===== src/rtl/sudoku_pkg.sv =====
// Shared constants and types for the sudoku character loader.
// Enum encodings are fixed so the 2-bit class bus between decoder and loader is stable.
package sudoku_pkg;

  localparam int GRID_N = 9;
  localparam int CELL_W = 4;

  localparam logic [7:0] CH_0   = 8'h30;
  localparam logic [7:0] CH_9   = 8'h39;
  localparam logic [7:0] CH_SP  = 8'h20;
  localparam logic [7:0] CH_TAB = 8'h09;
  localparam logic [7:0] CH_CR  = 8'h0D;
  localparam logic [7:0] CH_LF  = 8'h0A;

  typedef enum logic {ST_LOAD = 1'b0, ST_DONE = 1'b1} state_e;

  typedef enum logic [1:0] {
    CLS_DIGIT = 2'd0,
    CLS_SKIP  = 2'd1,
    CLS_LF    = 2'd2,
    CLS_BAD   = 2'd3
  } char_cls_e;

endpackage


===== src/rtl/sudoku_char_decode.sv =====
// Combinational byte classifier: ASCII byte -> {char class, cell value}.
// '0'-'9' map to their value; EMPTY_CHAR maps to an empty cell (value 0).
module sudoku_char_decode
  import sudoku_pkg::*;
#(
  parameter logic [7:0] EMPTY_CHAR = 8'h2E
) (
  input  logic [7:0] i_byte,
  output logic [1:0] o_cls,
  output logic [3:0] o_val
);

  always_comb begin
    o_cls = CLS_BAD;
    o_val = 4'd0;
    if (i_byte >= CH_0 && i_byte <= CH_9) begin
      // ASCII digits sit at 0x30-0x39, so the low nibble is the value
      o_cls = CLS_DIGIT;
      o_val = i_byte[3:0];
    end else if (i_byte == EMPTY_CHAR) begin
      o_cls = CLS_DIGIT;
      o_val = 4'd0;
    end else if (i_byte == CH_SP || i_byte == CH_TAB || i_byte == CH_CR) begin
      o_cls = CLS_SKIP;
    end else if (i_byte == CH_LF) begin
      o_cls = CLS_LF;
    end
  end

endmodule


===== src/rtl/sudoku_char_loader.sv =====
// ASCII puzzle text -> row-major cell writes, 81 per frame, with a one-entry output register.
// Define SUDOKU_LINE_SYNC_EN to let LF resynchronise to the start of the next row.
// Handshakes: a transfer happens on a rising edge where valid && ready; valid never waits on ready.
module sudoku_char_loader
  import sudoku_pkg::*;
#(
  parameter int         GRID_N     = 9,
  parameter logic [7:0] EMPTY_CHAR = 8'h2E
) (
  input  logic       clk,
  input  logic       rst,
  input  logic       clear,
  input  logic       in_valid,
  output logic       in_ready,
  input  logic [7:0] in_data,
  output logic       cell_valid,
  input  logic       cell_ready,
  output logic [3:0] cell_row,
  output logic [3:0] cell_col,
  output logic [3:0] cell_val,
  output logic       frame_done,
  output logic [6:0] cells_loaded,
  output logic       err_bad_char,
  output logic       dbg_state
);

  localparam logic [3:0] LAST_IDX  = 4'(GRID_N - 1);
  localparam logic [6:0] CELLS_MAX = 7'(GRID_N * GRID_N);

  state_e     r_state, w_next;
  logic [3:0] r_row, r_col;
  logic       r_cell_valid;
  logic [3:0] r_cell_row, r_cell_col, r_cell_val;
  logic [6:0] r_cells;
  logic       r_err;

  logic [1:0] w_cls;
  logic [3:0] w_val;
  logic       w_accept, w_load_acc, w_digit, w_last_cell, w_lf_jump, w_lf_done;

  sudoku_char_decode #(.EMPTY_CHAR(EMPTY_CHAR)) u_decode (
    .i_byte (in_data),
    .o_cls  (w_cls),
    .o_val  (w_val)
  );

  assign w_accept    = in_valid && in_ready;
  assign w_load_acc  = w_accept && (r_state == ST_LOAD);
  assign w_digit     = w_load_acc && (w_cls == CLS_DIGIT);
  assign w_last_cell = (r_row == LAST_IDX) && (r_col == LAST_IDX);

`ifdef SUDOKU_LINE_SYNC_EN
  assign w_lf_jump = w_load_acc && (w_cls == CLS_LF) && (r_col != 4'd0);
`else
  assign w_lf_jump = 1'b0;
`endif
  assign w_lf_done = w_lf_jump && (r_row == LAST_IDX);

  always_ff @(posedge clk) begin
    if (rst || clear) r_state <= ST_LOAD;
    else              r_state <= w_next;
  end

  always_comb begin
    w_next = r_state;
    case (r_state)
      ST_LOAD: if ((w_digit && w_last_cell) || w_lf_done) w_next = ST_DONE;
      ST_DONE: w_next = ST_DONE;
      default: w_next = ST_LOAD;
    endcase
  end

  always_comb begin
    frame_done = (r_state == ST_DONE);
    dbg_state  = r_state;
    if (rst || clear)            in_ready = 1'b0;
    else if (r_state == ST_LOAD) in_ready = !r_cell_valid || cell_ready;
    else                         in_ready = 1'b1;
  end

  // The position stays on (8,8) after the last cell; DONE alone marks completion.
  always_ff @(posedge clk) begin
    if (rst || clear) begin
      r_row        <= 4'd0;
      r_col        <= 4'd0;
      r_cell_valid <= 1'b0;
      r_cell_row   <= 4'd0;
      r_cell_col   <= 4'd0;
      r_cell_val   <= 4'd0;
      r_cells      <= 7'd0;
      r_err        <= 1'b0;
    end else begin
      if (w_digit) begin
        r_cell_valid <= 1'b1;
        r_cell_row   <= r_row;
        r_cell_col   <= r_col;
        r_cell_val   <= w_val;
        if (r_cells != CELLS_MAX) r_cells <= r_cells + 7'd1;
        if (!w_last_cell) begin
          if (r_col == LAST_IDX) begin
            r_col <= 4'd0;
            r_row <= r_row + 4'd1;
          end else begin
            r_col <= r_col + 4'd1;
          end
        end
      end else if (cell_ready) begin
        r_cell_valid <= 1'b0;
      end
      if (w_lf_jump && !w_lf_done) begin
        r_row <= r_row + 4'd1;
        r_col <= 4'd0;
      end
      if (w_load_acc && (w_cls == CLS_BAD)) r_err <= 1'b1;
    end
  end

  assign cell_valid   = r_cell_valid;
  assign cell_row     = r_cell_row;
  assign cell_col     = r_cell_col;
  assign cell_val     = r_cell_val;
  assign cells_loaded = r_cells;
  assign err_bad_char = r_err;

endmodule


===== config.mk =====
export PLATFORM = sky130hd
export DESIGN_NAME = sudoku_char_loader
export DESIGN_NICKNAME = d
export VERILOG_FILES = /design/src/rtl/sudoku_pkg.sv /design/src/rtl/sudoku_char_decode.sv /design/src/rtl/sudoku_char_loader.sv
export SDC_FILE = /design/constraint.sdc
export NUM_CORES = 1
export LEC_CHECK = 0
export ABC_AREA = 1
export CAP_MARGIN = 5
export CORE_AREA = 2 2 57 59
export CTS_BUF_LIST = sky130_fd_sc_hd__clkbuf_8
export CTS_CLUSTER_DIAMETER = 80
export DETAILED_ROUTE_END_ITERATION = 10
export DIE_AREA = 0 0 59 61
export GPL_ROUTABILITY_DRIVEN = 0
export PLACE_DENSITY_LB_ADDON = 0.05
export SYNTH_ARGS = -nofsm -noshare
export SYNTH_HDL_FRONTEND = slang
export SYNTH_SLANG_ARGS = --single-unit

===== constraint.sdc =====
create_clock -name clk -period 2.8 [get_ports clk]
set_clock_uncertainty 0.1 [all_clocks]
set_input_delay 0.42 -clock clk [delete_from_list [all_inputs] [get_ports clk]]
set_output_delay 0.42 -clock clk [all_outputs]
set_load 0.01 [all_outputs]

## Yosys cells after proc, flatten, opt, wreduce, memory -nomap -nowiden

Cells that the tools add are included.

| storage, ports and cells | value |
|---|---|
| register bits after elaboration | 30 |
| word-level logic and storage cells | 54 |

| cells by class | value |
|---|---|
| $add $sub $neg | 3 |
| magnitude comparators | 2 |
| eq/ne operators | 9 |
| mux-type cells | 12 |
| bitwise gates (word level) | 2 |
| reduce and logical (&&, ||, !) cells | 17 |

Operators with widths:

| cell | number |
|---|---|
| 8-bit by 4-bit == test with 1-bit output, second input constant | 3 |
| 8-bit by 6-bit == test with 1-bit output, second input constant | 2 |
| 4-bit by 1-bit adder with 4-bit output, second input constant | 2 |
| 4-bit == test, second input constant | 2 |
| 8-bit by 6-bit >= comparator with 1-bit output, second input constant | 1 |
| 8-bit by 6-bit <= comparator with 1-bit output, second input constant | 1 |
| 4-bit two-way mux | 2 |
| 7-bit by 1-bit adder with 7-bit output, second input constant | 1 |
| 1-bit logical AND | 7 |
| 7-bit != test, second input constant | 1 |
| 1-bit two-way mux | 6 |
| 2-bit two-way mux | 3 |
| 1-bit logical OR | 4 |
| 2-bit AND reduction | 2 |
| 3-bit AND reduction | 1 |
| 2-bit == test, second input constant | 1 |
| 2-bit logical NOT | 1 |
| 1-bit inverter | 2 |
| 1-bit one-hot mux with 2 select lines | 1 |
| 2-bit nonzero test | 1 |
| 1-bit logical NOT | 1 |

## Depth between registers and ports, before layout

| depth | value |
|---|---|
| word-level depth | 11 |
| gate-level depth with buffers | 11 |
| gate-level depth less buffers | 11 |

## Cells and area by module

From an unflattened synthesis, not the netlist that was laid out.

| second synthesis, totals | value |
|---|---|
| cell total of the unflattened synthesis | 232 |
| area total of the unflattened synthesis | 1589.0 µm² |

Modules (own cells, without submodules):

| module | times used | cells each | area an instance (µm²) |
|---|---|---|---|
| sudoku_char_loader | 1 | 193 | 1427.6 |
| sudoku_char_decode | 1 | 39 | 161.4 |

## Worst setup path after synthesis

OpenSTA, ideal clock, no wires.

| timing | value |
|---|---|
| path kind | register to register |
| from | register r_col[1] |
| to | register r_col[1] |
| data arrival time | 1.247 ns |
| required time | 2.580 ns |
| path slack | 1.333 ns |
| cell stages (with the launch flop) | 10 |
| buffers on the path | 0 |
| clock period less this slack | 1.467 ns |
| cell sequence | dfxtp_1 inv_1 ha_1 nand2_1 nor2_1 nand4_1 nand3_1 inv_1 nand2_1 a21oi_1 |

| on the way | value |
|---|---|
| cells in the longest elaborated chain, start to end | 4 |
| elaborated cells on any way between the ends | 6 |

Ends and longest elaborated chain:

| element | line | source |
|---|---|---|
| start: declaration | sudoku_char_loader.sv:31 | `logic [3:0] r_row, r_col;` |
| start signal: assignment | sudoku_char_loader.sv:104 | `r_col <= r_col + 4'd1;` |
| parallel branches: the longest is 4 deep, another holds 4-bit by 1-bit adder with 4-bit output | - |  |

Parallel ways; which one is timed is not known.
A chain may end at the register's enable or synchronous reset.

## Worst setup path in the final report

| timing | value |
|---|---|
| from | input cell_ready |
| to | output in_ready |

| on the way | value |
|---|---|
| cells in the longest elaborated chain, start to end | 3 |

Ends and longest elaborated chain:

| element | line | source |
|---|---|---|
| start: declaration | sudoku_char_loader.sv:17 | `input logic cell_ready,` |
| 1-bit logical OR | sudoku_char_loader.sv:77 | `else if (r_state == ST_LOAD) in_ready = !r_cell_valid \|\| cell_ready;` |
| 1-bit two-way mux | sudoku_char_loader.sv:77 |  |
| 1-bit two-way mux | sudoku_char_loader.sv:76 | `if (rst \|\| clear) in_ready = 1'b0;` |
| end: declaration | sudoku_char_loader.sv:14 | `output logic in_ready,` |

No other way between the ends.

==> results.cfg <==
[outcome]
outcome = completed

[global_routing]
grt_pass1_wl_microns = 5710
grt.total_usage_pct = 21.7
grt_max_degree = 22
grt_overflow = 0
antenna_found_initial = 0
grt_pass1_vias = 1370

[cts]
clkSinkCount = 30
holdBufCountCts = 0
cts_buffer_depth = 2
clk_latency_ns = 0.29
post_cts_resized = 0
cts_htree_levels = 2
postCtsSetupRepairBufs = 0
cts_tree = yes
cts-root-buf = clkbuf_8
clkTransAtPathRegs_ns = 0.06
cts_made_buffers = 5

[synth]
synth_compound_area_share_pct = 12.4
netlist_instances = 219
ys_top_cells_by_area = dfxtp_1, nand2_1, inv_1, nor2_1, a21oi_1
ys_seq_area_share_pct = 38.4
synth-warning-count = 0
synth.distinct_cells = 29
synth_area_leader_cell = dfxtp_1
synthAdderAreaFrac_pct = 4.80
synth_simple_gate_area_share_pct = 30.6
synth_fp_nets = 238
synth_top_family_by_area = simple AND/OR/NAND/NOR gates
avgSynthCellArea_sq_um = 7.14
netlist_area_sq_um = 1560
synth.top_cell.area_share_pct = 38.4
ys_ff_latch = 30
synth-xor-area-share_pct = 2.80
muxShareOfSynthArea_pct = 0

[place]
place_area_sq_um = 1940
port-buffer-count = 36
hpwlAfterDp_microns = 2420

[setup_path]
crit_required_ns = 2.28
cp_slowest_cell = clkdlybuf4s50_1
worstSetupPathType = in2out
cp_slowest_stage_delay_ns = 0.48
crit_arrival_ns = 1.69
crit_family = buffers and inverters
worst-path-buf-inv = 4
path_max_fanout = 3
cp-end-kind = primary output
start_kind = input port
worstPathCellList = clkdlybuf4s50_1 -> inv_1 -> nand2_1 -> o21ai_2 -> inv_1 -> clkdlybuf4s50_1

[power]
power_leakage_nw = 0.793
peakVddDrop_mv = 0.346
p_total_mw = 0.907
power_density_nw_per_um2 = 443

[sta]
hold_violations = 0
relSlewSlack_pct = 67.6
setup_tns_ns = 0
setup_viol = 0
slew_viol_final = 0
rsz0062_at_grt = false
fin_crit_sh_pct = 78.9
fmax_ghz = 0.453
worstMarginPinSlew_ns = 0.482
period_needed_ns = 2.21

[finish]
multiInputGateArea_sq_um = 791
layout.nets = 278
finalInstanceArea_sq_um = 2050
diodes = 0
post-route-util_pct = 69.4
fill_cells = 252
drive_gt1_share_pct = 7.31
syn_to_final_growth_pct = 31.1
seqCellArea_sq_um = 601

[drt]
antenna_left = 0
drt-total-wl_microns = 3330
drtIter0Drc = 57
drtPass1Iterations = 4
viasPerCell = 5.14
wl_per_cell_microns = 11.4
drc_errors = 0
num_vias = 1507

[die]
fp.dieH_microns = 61
num_io_pins = 37
die_area_sq_um = 3600
num_rows = 20
die_x_microns = 59
core_sq_um = 2950
initial_utilization_pct = 52.9

[run]
maxCapViolCount = 0

[min_path]
worstHoldPathType = reg2reg
-- through the flow --
stage / hold slack (ns) / setup WS, ns / instances
2_1_floorplan: 0.362 / 1.33 / 219
3_3_place_gp: 0.353 / 0.611 / 285
3_5_place_dp: 0.356 / 0.581 / 285
4_1_cts: 0.365 / 0.587 / 293
5_1_grt: 0.388 / 0.485 / 293
6_report: 0.361 / 0.591 / 293
-- placed cells by master (no fill, tap or decap), types with 2 or more instances in the layout --
master / netlist / layout
nand2_1: 39 / 39
clkdlybuf4s50_1: 0 / 36
inv_1: 32 / 34
dfxtp_1: 30 / 30
nor2_1: 29 / 29
a21oi_1: 20 / 20
nand3_1: 15 / 15
o21ai_0: 7 / 7
nand4_1: 6 / 6
ha_1: 6 / 6
xor2_1: 5 / 5
clkbuf_8: 0 / 5
o21ai_1: 4 / 4
nor3_1: 3 / 3
o21bai_1: 3 / 3
nor2_4: 2 / 2
nand3_2: 2 / 2
nand2_4: 2 / 2
buf_4: 1 / 2
-- cell usage after synthesis, drive strengths merged --
cell type,n
o21a,1
nand3,17
xor2,5
nand4,6
nand3b,1
o21ai,12
inv,34
nor2,32
and2,1
nand2,41
buf,4
a21oi,20
clkbuf,1
ha,6
dfxtp,30
clkinv,1
nor3,4
o21bai,3
-- per-layer routing --
metal	part of all wire (%)	GRT usage (%)	up-vias
li1	-	-	776
met1	45	25.3	680
met2	47	34.3	42
met3	5.7	8.53	9
met4	2.4	12.3	0
met5	0	0	-
-- path summary, 6_finish.rpt --
check,to,depth (start not counted),start,slack (ns)
worst max-delay path,in_ready,6,cell_ready,0.59
worst min-delay path,cell_val[3]$_SDFFE_PP0P_,2,cell_val[3]$_SDFFE_PP0P_,0.36
worst min register to register,cell_val[3]$_SDFFE_PP0P_,2,cell_val[3]$_SDFFE_PP0P_,0.36
worst max register to register,r_col[3]$_SDFFE_PP0P_,9,r_col[0]$_SDFFE_PP0P_,1.05
-- power by group --
group	leakage [nW]	switching, mW	internal (mW)	total [mW]
logic	0.490	0.0299	0.0274	0.0574
registers	0.242	0.000419	0.428	0.428
clock network	0.0607	0.163	0.258	0.421
-- logic make-up after synthesis --
kind of cell / after synthesis
simple gates: 102
buf+inv: 40
compound gates: 36
flops: 30
fa+ha+maj: 6
xor+xnor: 5
-- sequential cells by signal (all words and copies together), names as in the netlist --
| name | cells |
|---|---|
| err_bad_char | 1 |
| cell_val | 4 |
| r_row | 4 |
| cells_loaded | 7 |
| cell_row | 4 |
| r_col | 4 |
| cell_col | 4 |
| cell_valid | 1 |
| dbg_state | 1 |
-- cell type report --
class | count | area share (%)
clock buffers | 5 | 3.36
inverters | 35 | 6.54
multi-input cells | 149 | 38.6
repair buffers | 38 | 18.3
clock inverters | 3 | 1.83
flip-flops and latches | 30 | 29.3
well taps | 33 | 2.02
-- worst register-to-register path: cells and delay by family (launching register included) --
| family | cells | cell delay, ns |
|---|---|---|
| fa+ha+maj | 1 | 0.13 |
| flops | 1 | 0.35 |
| buf+inv | 2 | 0.15 |
| simple gates | 5 | 0.85 |
| compound gates | 1 | 0.07 |
Note: power is estimated with default switching activity, not from simulation.
